===== src/rtl/dpram_fifo_ctrl.sv =====
// Push/pop FIFO controller wrapped around a dual-port RAM with a registered port-B read.
// Port A is the write port, port B the read port; flags are decoded from a registered count.
module dpram_fifo_ctrl #(
   parameter int DATA_WIDTH    = 8,
   parameter int ADDRESS_WIDTH = 4,
   parameter int DEPTH         = 16
) (
   input  logic                     clk,
   input  logic                     rst_n,
   input  logic                     wr_en,
   input  logic [DATA_WIDTH-1:0]    wr_data,
   input  logic                     rd_en,
   output logic [DATA_WIDTH-1:0]    rd_data,
   output logic                     rd_valid,
   output logic                     full,
   output logic                     empty,
   output logic [ADDRESS_WIDTH:0]   count,
   output logic                     overflow,
   output logic                     underflow,
   output logic                     we_a,
   output logic [ADDRESS_WIDTH-1:0] addr_a,
   output logic [DATA_WIDTH-1:0]    data_in_a,
   output logic                     we_b,
   output logic [ADDRESS_WIDTH-1:0] addr_b,
   output logic [DATA_WIDTH-1:0]    data_in_b,
   input  logic [DATA_WIDTH-1:0]    data_out_b
);

   localparam logic [ADDRESS_WIDTH:0] FULL_COUNT = DEPTH[ADDRESS_WIDTH:0];
   localparam logic [ADDRESS_WIDTH:0] ONE        = {{ADDRESS_WIDTH{1'b0}}, 1'b1};

   logic [ADDRESS_WIDTH:0] wr_ptr;
   logic [ADDRESS_WIDTH:0] rd_ptr;
   logic [ADDRESS_WIDTH:0] count_q;
   logic                   push_ok;
   logic                   pop_ok;

   assign full  = (count_q == FULL_COUNT);
   assign empty = (count_q == '0);
   assign count = count_q;

   // Gating with rst_n keeps port A quiet while reset is held.
   assign push_ok = wr_en & ~full  & rst_n;
   assign pop_ok  = rd_en & ~empty & rst_n;

   assign we_a      = push_ok;
   assign addr_a    = wr_ptr[ADDRESS_WIDTH-1:0];
   assign data_in_a = wr_data;
   assign we_b      = 1'b0;
   assign addr_b    = rd_ptr[ADDRESS_WIDTH-1:0];
   assign data_in_b = '0;
   assign rd_data   = data_out_b;

   always_ff @(posedge clk or negedge rst_n) begin
      if (!rst_n) begin
         wr_ptr    <= '0;
         rd_ptr    <= '0;
         count_q   <= '0;
         rd_valid  <= 1'b0;
         overflow  <= 1'b0;
         underflow <= 1'b0;
      end else begin
         if (push_ok)
            wr_ptr <= wr_ptr + ONE;
         if (pop_ok)
            rd_ptr <= rd_ptr + ONE;
         case ({push_ok, pop_ok})
            2'b10:   count_q <= count_q + ONE;
            2'b01:   count_q <= count_q - ONE;
            default: count_q <= count_q;
         endcase
         rd_valid  <= pop_ok;
         overflow  <= wr_en & full;
         underflow <= rd_en & empty;
      end
   end

endmodule


===== config.mk =====
export PLATFORM = sky130hd
export DESIGN_NAME = dpram_fifo_ctrl
export DESIGN_NICKNAME = d
export VERILOG_FILES = /design/src/rtl/dpram_fifo_ctrl.sv
export SDC_FILE = /design/constraint.sdc
export NUM_CORES = 1
export LEC_CHECK = 0
export ABC_CLOCK_PERIOD_IN_PS = 2900
export BUFFER_PORTS_ARGS = -buffer_cell sky130_fd_sc_hd__buf_2
export CAP_MARGIN = 20
export CORE_UTILIZATION = 25
export DETAILED_ROUTE_END_ITERATION = 6
export HOLD_SLACK_MARGIN = 0.02
export SLEW_MARGIN = 20
export SYNTH_ARGS = -nofsm -noshare
export SYNTH_HDL_FRONTEND = slang
export SYNTH_SLANG_ARGS = --single-unit

===== constraint.sdc =====
create_clock -name clk -period 2.9 [get_ports clk]
set_input_delay 0.145 -clock clk [delete_from_list [all_inputs] [get_ports clk]]
set_output_delay 0.145 -clock clk [all_outputs]
set_load 0.005 [all_outputs]

* Word-level counts from Yosys, hierarchy flattened *
Index checks and enable logic that the tools add are counted.

cells by class
  add/sub/neg operators = 4
  equality and inequality tests = 3
  mux-type cells = 1
  bitwise gates (word level) = 8
  reductions and logical operators = 2

operators with widths
  cell                   number
  $add A5 B1 Y5 const B  3
  $pmux W5 S2            1
  $and A1 B1 Y1          6
  $eq A5 B5 Y1 const B   1
  $logic_not A5 Y1       1
  $sub A5 B1 Y5 const B  1
  $eq A2 B1 Y1 const B   1
  $eq A2 B2 Y1 const B   1
  $not A1 Y1             2
  $reduce_bool A2 Y1     1

storage, ports and cells
  bits in registers = 18
  input bits = 20
  output and inout port bits = 44

* Longest topological paths before layout *
Gate-level depths: netlist of run 1.

  depth in word-level cells = 6
  depth in mapped cells = 8
  gate-level depth less buffers = 8

* Worst setup path before layout of run 1 *
Ideal clock, no wire load.

  kind = register to register
  start point = register count_q[1], in the netlist count[1]
  end point = register count_q[4], in the netlist count[4]
  library setup time = 134 ps
  data arrival time = 2631 ps
  slack = 136 ps
  stages on the path, launching flop included = 9
  buffers on the path = 0
  period minus slack after synthesis = 2764 ps
  cell sequence = dfrtp_1 or4_4 o211ai_4 inv_1 ha_1 ha_1 or4b_1 o311ai_0 o211ai_1

on the way
  longest elaborated chain between the ends = 6

RTL lines
  element                                                   RTL line  source
  start: declaration                                        34        logic [ADDRESS_WIDTH:0] count_q;
  start signal: assignment                                  68        2'b10: count_q <= count_q + ONE;
  start signal: assignment                                  69        2'b01: count_q <= count_q - ONE;
  start signal: assignment                                  70        default: count_q <= count_q;
  $logic_not A5 Y1 *                                        39        assign empty = (count_q == '0);
  $not A1 Y1 *                                              44        assign pop_ok = rd_en & ~empty & rst_n;
  $and A1 B1 Y1 * (2 in series)                             44
  via pop_ok                                                36        logic pop_ok;
  $eq A2 B1 Y1 / $eq A2 B2 Y1 (equally long branches)       67        case ({push_ok, pop_ok})
  $pmux W5 S2 / $reduce_bool A2 Y1 (equally long branches)  n/a

Mark *: on every way through the listed nets, which the timed path passes. The rest lies on a longest branch.
A chain may end at the register's enable or synchronous reset.

* Final worst setup path of run 1 *
Same ends and word-level chain as after synthesis.

==> metrics.txt, run 1 <==
CTS tree=built; Sw Share=0.3819; CP max stage cell=or4_4; Starting Density=0.2652; Hold Fails Final Rpt=0; worst-skew pair later-pin latency=250 ps; Yosys reg bits=16; Ports=64; total wire length=2.004 mm; n_diodes=0; worst setup path class=reg -> reg; CTS Buf Count=3; vias per cell=4.539; Max-cap violations=0; CTS root buffer=clkbuf_8; synth cell count leaders=25 x buf_4, 16 x dfrtp_1, 6 x a21oi_1, 6 x ha_1; setup violators final=0; Initial DRT Pass Iterations=4; worst path cell trace=or4_4, o211ai_4, inv_1, ha_2, fa_1, a21oi_1, mux2_2, o211ai_1; post-synthesis sequential area ratio=0.3695; Synth area leaders=dfrtp_1 37%, buf_4 17%, ha_1 6.9%, xnor2_1 4.0%, nor3b_1 3.5%; antenna violation net count after detailed routing=0; sequential share of power=0.379; clock group share of total power=0.146; most frequent cell after synthesis=buf_4; worst setup path start=count[1]; Post-Synthesis Mean Instance Area=10.52 um2; pwr dens=943.2 mW/mm2; row cnt=23; vias in the first global route=722; Hold Startpoint=wr_en; WHS=181.2 ps; GR Util All Layers=0.08700; Max Slew Vio Count=0; asr flop ratio synth=1.000; Nets=146; FF+latch area=400.4 um2; Post-Synthesis Cells=103; share of layout cells above drive strength 1=0.3333; Synth area leader=dfrtp_1; setup TNS=0 ps; crit path launch type=flop; P_int=698.1 uW; routed length per instance=12.00 um; H-tree depth=1; Final Wtd Congestion=0.7705; Lkg Pwr=0.0005690 uW; CP Max Fanout=10; setup bufs post-CTS=0; reg2reg start=count[1]; Yosys cell types=32; Mapped Area=0.001084 mm2; Worst Hold Class=in -> reg; CTS Sinks=16; Worst setup EP type=flop; CTS Buffer Depth=2; P_sw=431.3 uW; slowest stage delay, CP=580 ps; status=finished clean; via count=758; die area=0.004602 mm2; multi-input combinational cell area=505.5 um2; Comb pwr share=0.475; clk_skew=2.281 ps; clock slew at reported path FFs=60 ps; VDD IR max=0.2326 mV; Core Region=0.004086 mm2; Post-synth EDFFs=0; Ys Warns=0; final non-filler cell total=167; Max Clock Freq=0.3642 GHz; Tot Pwr=1129 uW; area share of the largest cell type after synthesis=0.3695; fillers=432; Area Overhead vs Synth=10.51%; main flop type after synthesis=dfrtp_1; die width=67.84 um; critical path arrival=2910 ps; DRT iter0 DRCs=28; HPWL Detailed=1.507 mm; crit path time final=2746 ps; largest net degree at the start of global routing=21; Buffers on Ports=22; RSZ-0062 raised after global routing=false; final setup margin=154.2 ps; Worst EP required=3070 ps; Die Ht=67.84 um; Top delay family on crit path=adder cells; first-pass GRT wire length=3.036 mm; initial antenna violation count=0; grt total ovfl=0; placed cells=163; period utilisation layout=0.9468; drt drc=0; setup slack at placement=71.83 ps; Worst Path Buf+Inv=1
==> logic make-up (layout without fill, tap and decap cells) <==
| family | after synthesis | count (layout) | share of synthesized area |
|---|---|---|---|
| mux | 4 | 4 | 0.04503 |
| xor+xnor | 8 | 8 | 0.06467 |
| fa+ha+maj | 7 | 7 | 0.08776 |
| other cells | 1 | 9 | 0.003461 |
| simple gates | 21 | 21 | 0.1316 |
| flops | 16 | 16 | 0.3695 |
| buf+inv | 31 | 37 | 0.1940 |
| compound gates | 15 | 15 | 0.1039 |
==> stage by stage <==
stage,cell area (um2),utilization
floorplan,1114,-
global placement,1144,0.2799
detailed placement,1144,0.2799
CTS,1195,0.2924
global route,1197,0.2930
finish,1197,0.2930
==> power groups by stage <==
stage / Clock, uW / Combinational [uW] / Sequential (uW)
after floorplan: 0 / 318 / 437
after global placement: 0 / 529 / 425
after detailed placement: 0 / 541 / 433
after CTS: 167 / 544 / 429
after global routing: 182 / 611 / 448
final: 165 / 536 / 428
==> layout make-up <==
class / count / area share
Inverter: 4 / 0.01254
Clock buffer: 3 / 0.03448
Timing Repair Buffer: 30 / 0.1442
Tap cell: 50 / 0.05225
Multi-Input combinational cell: 64 / 0.4222
Sequential cell: 16 / 0.3344
==> state kept, by name (all words and copies together) (netlist names) <==
signal,count
count,5
rd_valid,1
rd_ptr,4
overflow,1
wr_ptr,4
underflow,1
==> repair_timing <==
action                                  in CTS  in global routing
hold buffers                                 1                  0
gates resized for setup                      0                  1
endpoints found under the setup margin       0                  1
hold endpoints to repair                    16                  0
==> worst register-to-register path, stage by stage, from the launching register on <==
cell	delay [ps]
dfrtp_1	380
or4_4	580
o211ai_4	220
inv_1	90
ha_2	250
fa_1	430
a21oi_1	190
mux2_2	360
o211ai_1	170
==> path summary, 6_finish.rpt <==
check | end | slack (ps) | cells after the start
max | count[4] | 150 | 8
min | overflow | 180 | 2
max reg2reg | count[4] | 150 | 8
min reg2reg | wr_ptr[3] | 460 | 1
max in group asynchronous | rd_ptr[1] | 2280 | 3
min in group asynchronous | overflow | 410 | 3
==> cell usage in the layout (no fill, tap or decap), types with 3 or more instances in the layout <==
| cell type | Yosys | layout |
|---|---|---|
| buf_2 | 0 | 22 |
| dfrtp_1 | 16 | 16 |
| conb_1 | 1 | 9 |
| buf_4 | 25 | 7 |
| a21oi_1 | 6 | 6 |
| nand3_1 | 5 | 5 |
| xnor2_1 | 5 | 5 |
| nor3b_1 | 5 | 5 |
| ha_1 | 6 | 5 |
| inv_1 | 4 | 4 |
| xor2_1 | 3 | 3 |
| clkbuf_8 | 0 | 3 |
==> routing by layer <==
| layer | vias up | wire [um] | part of all wire | global-route usage |
|---|---|---|---|---|
| li1 | 356 | - | - | - |
| met2 | 28 | 938 | 0.47 | 0.1547 |
| met1 | 371 | 899 | 0.45 | 0.1000 |
| met5 | - | 0 | 0 | 0 |
| met3 | 3 | 144 | 0.072 | 0.01167 |
| met4 | 0 | 21 | 0.010 | 0.04688 |
No activity file was read; power rests on OpenSTA's default activity.
==> run 2: changes to the inputs <==
--- a/config.mk
+++ b/config.mk
@@ -5,7 +5,7 @@
 export SDC_FILE = /design/constraint.sdc
 export NUM_CORES = 1
 export LEC_CHECK = 0
-export ABC_CLOCK_PERIOD_IN_PS = 2900
+export ABC_CLOCK_PERIOD_IN_PS = 3000
 export BUFFER_PORTS_ARGS = -buffer_cell sky130_fd_sc_hd__buf_2
 export CAP_MARGIN = 20
 export CORE_UTILIZATION = 25
==> constraint.sdc (replaced) <==
create_clock -name clk -period 3 [get_ports clk]
set_input_delay 0.15 -clock clk [delete_from_list [all_inputs] [get_ports clk]]
set_output_delay 0.15 -clock clk [all_outputs]
set_load 0.05 [all_outputs]
==> metrics.txt, run 2 (synthesis gave the netlist of run 1 again) <==
status=finished clean (unchanged); Tot Pwr=1454 uW (was 1129 uW); final non-filler cell total=165 (was 167); row cnt=23 (unchanged); Max-cap violations=0 (unchanged); Nets=144 (was 146); Reg2Reg Depth=8 (unchanged); initial antenna violation count=0 (unchanged); GR Util All Layers=0.08412 (was 0.08700); setup TNS=0 ps (unchanged); Lkg Pwr=0.0005580 uW (was 0.0005690 uW); total wire length=1.904 mm (was 2.004 mm); period utilisation layout=0.9169 (was 0.9468); WHS Endpoint=overflow (unchanged); Max Slew Vio Count=0 (unchanged); Worst EP required=3170 ps (was 3070 ps); antenna violation net count after detailed routing=0 (unchanged); Ports=64 (unchanged); worst-skew pair later-pin latency=250 ps (about the same); H-tree depth=1 (unchanged); CTS root buffer=clkbuf_8 (unchanged); CTS Buffer Depth=2 (unchanged); die area=0.004602 mm2 (unchanged); die width=67.84 um (unchanged); CTS Buf Count=3 (unchanged); worst setup path class=reg -> reg (unchanged); CP Max Fanout=10 (unchanged); drt drc=0 (unchanged); P_int=667.1 uW (was 698.1 uW); R2R Path End=count[4] (unchanged); Largest register FFs=5 (unchanged); vias in the first global route=645 (was 722); largest net degree at the start of global routing=14 (was 21); placed cells=161 (was 163); via count=727 (was 758); VDD IR max=0.2400 mV (was 0.2326 mV); pwr dens=1216 mW/mm2 (was 943.2 mW/mm2); clk_skew=1.074 ps (was 2.281 ps); Hold Startpoint=wr_en (unchanged); CTS Sinks=16 (unchanged); clock slew at reported path FFs=60 ps (about the same); Area Overhead vs Synth=10.39% (was 10.51%); CTS tree=built (unchanged); grt total ovfl=0 (unchanged); Worst setup EP type=flop (unchanged); Non-Filler Cell Area, Final=0.001196 mm2 (was 0.001197 mm2); commonest non-fill, non-tap cells in the layout=22 x buf_2, 16 x dfrtp_1, 9 x conb_1 (unchanged); Starting Density=0.2652 (unchanged); Final Wtd Congestion=0.7395 (was 0.7705); Max Clock Freq=0.3635 GHz (was 0.3642 GHz); placed cell area=0.001140 mm2 (was 0.001144 mm2); most common cell after layout, fill and taps aside=buf_2 (unchanged); share of layout cells above drive strength 1=0.3391 (was 0.3333); crit path launch type=flop (unchanged); first-pass GRT wire length=2.877 mm (was 3.036 mm); RSZ-0062 raised after global routing=false (unchanged); reg2reg start=count[3] (was count[1]); Initial DRT Pass Iterations=4 (unchanged); setup violators final=0 (unchanged); HPWL Detailed=1.465 mm (was 1.507 mm); Sw Share=0.5412 (was 0.3819); Hold Path Stages=2 (unchanged); Worst R2R Setup Slack=250 ps (was 150 ps); routed length per instance=11.54 um (was 12.00 um); final core utilization=0.2927 (was 0.2930); sequential share of power=0.291 (was 0.379); critical path arrival=2920 ps (was 2910 ps); Buffers on Ports=22 (unchanged); crit path time final=2751 ps (was 2746 ps); vias per cell=4.406 (was 4.539); Hold Fails Final Rpt=0 (unchanged); Worst Hold Class=in -> reg (unchanged); n_diodes=0 (unchanged); Die Ht=67.84 um (unchanged); P_sw=787.0 uW (was 431.3 uW); clock group share of total power=0.109 (was 0.146); DRT iter0 DRCs=18 (was 28); Core Region=0.004086 mm2 (unchanged); Comb pwr share=0.600 (was 0.475)
run 2: changes by cell type in the layout (fill, tap and decap cells not counted), sizes merged:
cell  change
buf       -2
run 2: worst max path at each step:
stage,startpoint,to,slack (ps),cells after the start
2_1_floorplan,count[1],count[4],6,8
3_3_place_gp,count[1],count[4],220,8
3_5_place_dp,count[3],count[4],140,8
4_1_cts,count[3],count[4],120,8
5_1_grt,count[3],count[4],100,8
6_report,count[3],count[4],250,8
run 2: critical path, cell delays in order, from the launching register on:
cell and delay (ps):
dfrtp_1 430, or4_4 540, o211ai_4 230, inv_1 90
ha_2 250, fa_1 440, a21oi_1 190, mux2_2 350
o211ai_1 160
run 2: per-stage QoR:
stage	setup slack (ps)	hold slack [ps]
finish	249.2	177.4
global placement	216.3	15.95
global route	100.0	171.7
detailed placement	138.1	29.98
floorplan	5.963	-145.6
CTS	124.9	169.4
run 2: repair_timing:
action,in CTS,in global routing
hold endpoints to repair,6,0
gates resized for setup,0,2
hold buffers,1,0
buffers inserted,0,0
endpoints found under the setup margin,0,1
run 2: routing by layer:
| layer | vias up | GRT usage | share of wire |
|---|---|---|---|
| li1 | 352 | - | - |
| met1 | 336 | 0.09265 | 0.41 |
| met2 | 36 | 0.1473 | 0.49 |
| met3 | 3 | 0.02000 | 0.082 |
| met4 | 0 | 0.04688 | 0.016 |
| met5 | - | 0 | 0 |
run 2: layout make-up:
class	count	area, um2
Multi-Input combinational cell	64	519.2
Fill cell	431	2890
Clock buffer	3	41.29
Sequential cell	16	400.4
Timing Repair Buffer	28	157.7
Inverter	4	15.01
Tap cell	50	62.56
run 2: power groups by stage:
stage / Sequential (uW) / Clock [uW] / Combinational (uW)
2_1_floorplan: 744 / 0 / 403
3_3_place_gp: 420 / 0 / 867
3_5_place_dp: 428 / 0 / 875
4_1_cts: 425 / 166 / 877
5_1_grt: 441 / 175 / 935
6_report: 424 / 159 / 872
==> run 3: changes to the inputs <==
--- a/config.mk
+++ b/config.mk
@@ -5,9 +5,10 @@
 export SDC_FILE = /design/constraint.sdc
 export NUM_CORES = 1
 export LEC_CHECK = 0
-export ABC_CLOCK_PERIOD_IN_PS = 3000
+export ABC_CLOCK_PERIOD_IN_PS = 3400
 export BUFFER_PORTS_ARGS = -buffer_cell sky130_fd_sc_hd__buf_2
 export CAP_MARGIN = 20
+export CORE_ASPECT_RATIO = 0.75
 export CORE_UTILIZATION = 25
 export DETAILED_ROUTE_END_ITERATION = 6
 export HOLD_SLACK_MARGIN = 0.02
==> constraint.sdc (replaced) <==
create_clock -name clk -period 3.4 [get_ports clk]
set_input_delay 0.17 -clock clk [delete_from_list [all_inputs] [get_ports clk]]
set_output_delay 0.17 -clock clk [all_outputs]
set_load 0.05 [all_outputs]
==> metrics.txt, run 3 (synthesis gave the netlist of run 1 again) <==
clock slew at reported path FFs=70 ps (was 60 ps); P_int=587.4 uW (was 667.1 uW); VDD IR max=0.4366 mV (was 0.2400 mV); critical path's most frequent cell=ha_1; Area Overhead vs Synth=8.315% (was 10.39%); pwr dens=1092 mW/mm2 (was 1216 mW/mm2); routed length per instance=11.72 um (was 11.54 um); Buffers on Ports=22 (unchanged); Worst EP required=3530 ps (was 3170 ps); placed cell area=0.001109 mm2 (was 0.001140 mm2); period utilisation layout=0.8778 (was 0.9169); Max Slew Vio Count=0 (unchanged); CTS Buffer Depth=2 (unchanged); Starting Density=0.2640 (was 0.2652); setup bufs post-CTS=0 (unchanged); HPWL Detailed=1.500 mm (was 1.465 mm); DRT iter0 DRCs=19 (was 18); Worst Hold Class=in -> reg (unchanged); Sw Share=0.5417 (was 0.5412); Hold Fails Final Rpt=0 (unchanged); worst path cell trace=or4_4, o211ai_4, inv_1, ha_1, ha_1, or4b_1, o311ai_0, o211ai_1 (was or4_4, o211ai_4, inv_1, ha_2, fa_1, a21oi_1, mux2_2, o211ai_1); routing usage on met1=0.1135 (was 0.09265); GRT busiest layer=met2 (unchanged); CTS Buf Count=3 (unchanged); R2R Path End=count[4] (unchanged); reg2reg start=count[0] (was count[3]); RSZ-0062 raised after global routing=false (unchanged); Hold Path Stages=2 (unchanged); Worst R2R Setup Slack=420 ps (was 250 ps); P_sw=694.3 uW (was 787.0 uW); antenna violation net count after detailed routing=0 (unchanged); GR Util All Layers=0.09156 (was 0.08412); cts repair resizes=0 (unchanged); status=finished clean (unchanged); GR met2 Demand/Resource=0.1492 (was 0.1473); worst setup path class=reg -> reg (unchanged); Initial DRT Pass Iterations=4 (unchanged); clk_skew=8.546 ps (was 1.074 ps); Max Clock Freq=0.3351 GHz (was 0.3635 GHz); Top delay family on crit path=simple AND/OR/NAND/NOR gates (was adder cells); Hold Startpoint=wr_en (unchanged); Worst Path Buf+Inv=1 (unchanged); setup TNS=0 ps (unchanged); critical path arrival=3110 ps (was 2920 ps); CTS root buffer=clkbuf_8 (unchanged); vias in the first global route=672 (was 645); crit path time final=2985 ps (was 2751 ps); total wire length=1.957 mm (was 1.904 mm); commonest non-fill, non-tap cells in the layout=22 x buf_2, 16 x dfrtp_1, 9 x conb_1 (unchanged); CP Max Fanout=10 (unchanged); Core Region=0.004104 mm2 (was 0.004086 mm2); WHS=208.0 ps (was 177.4 ps); first-pass GRT wire length=3.208 mm (was 2.877 mm); WHS Endpoint=overflow (unchanged); initial antenna violation count=0 (unchanged); share of layout cells above drive strength 1=0.3036 (was 0.3391); die width=78.02 um (was 67.84 um); Lkg Pwr=0.0005479 uW (was 0.0005580 uW); Worst setup EP type=flop (unchanged); sequential share of power=0.304 (was 0.291); crit path launch type=flop (unchanged); Nets=140 (was 144); slew margin rel.=0.6590; drt drc=0 (unchanged); H-tree depth=1 (unchanged); Non-Filler Cell Area, Final=0.001174 mm2 (was 0.001196 mm2); slew at the pin closest to its max-slew limit=507.3 ps; Largest register FFs=5 (unchanged); die area=0.004604 mm2 (was 0.004602 mm2); Reg2Reg Depth=8 (unchanged); Ports=64 (unchanged); Die Ht=59.02 um (was 67.84 um); vias per cell=4.269 (was 4.406); grt total ovfl=0 (unchanged); n_diodes=0 (unchanged); Max-cap violations=0 (unchanged); clock group share of total power=0.131 (was 0.109); slowest stage delay, CP=590 ps (was 540 ps); Comb pwr share=0.565 (was 0.600); worst setup path start=count[0] (was count[3]); largest net degree at the start of global routing=21 (was 14); via count=713 (was 727); setup violators final=0 (unchanged); Final Wtd Congestion=0.7034 (was 0.7395); most common cell after layout, fill and taps aside=buf_2 (unchanged); CTS tree=built (unchanged); CTS Sinks=16 (unchanged); row cnt=20 (was 23); worst-skew pair later-pin latency=250 ps (about the same); CP max stage cell=or4_4 (unchanged); grt met3 use=0.03385 (was 0.02000)
==> run 3: worst reg2reg max path: stages, from the launching register on <==
cell and delay, ps:
dfrtp_1 470, or4_4 590, o211ai_4 230, inv_1 90, ha_1 310, ha_1 400, or4b_1 510, o311ai_0 150
o211ai_1 120
==> run 3: how the worst max path moves through the flow <==
stage,to,slack (ps),cells after the start
floorplan,count[4],320,8
global placement,count[4],510,8
detailed placement,count[4],420,8
CTS,count[4],410,8
global route,count[4],290,8
finish,count[4],420,8
==> run 3: what timing repair did <==
| item | 4_1_cts | 5_1_grt |
|---|---|---|
| hold buffers | 1 | 0 |
| hold endpoints to repair | 16 | 0 |
| endpoints found under the setup margin | 0 | 0 |
==> run 3: per-stage QoR <==
| step | total power [uW] | utilization | setup WS (ps) | std cells |
|---|---|---|---|---|
| final | 1282 | 0.2860 | 415.4 | 167 |
| after global routing | 1361 | 0.2860 | 290.9 | 167 |
| after CTS | 1294 | 0.2860 | 405.5 | 167 |
| after detailed placement | 1124 | 0.2701 | 415.9 | 162 |
| after global placement | 1103 | 0.2701 | 508.5 | 162 |
| after floorplan | 1008 | - | 315.5 | 111 |
==> run 3: layer usage <==
layer / share of wire / vias to the layer above / routed length [um]
met2: 0.46 / 24 / 904
met3: 0.081 / 4 / 159
met1: 0.45 / 337 / 881
met5: 0 / - / 0
li1: - / 348 / -
met4: 0.0051 / 0 / 10
==> run 3: final cells by class <==
class / instances / area [um2]
timing repair buffer: 24 / 127.6
clock buffer: 4 / 55.05
inverter: 4 / 15.01
tap: 55 / 68.82
fill: 445 / 2930
multi-input combinational: 64 / 506.7
sequential: 16 / 400.4
==> run 3: power by group through the flow <==
stage / registers, uW / clock network [uW] / logic (uW)
2_1_floorplan: 655 / 0 / 353
4_1_cts: 392 / 172 / 730
6_report: 390 / 168 / 724
3_5_place_dp: 397 / 0 / 727
3_3_place_gp: 388 / 0 / 715
5_1_grt: 408 / 179 / 775
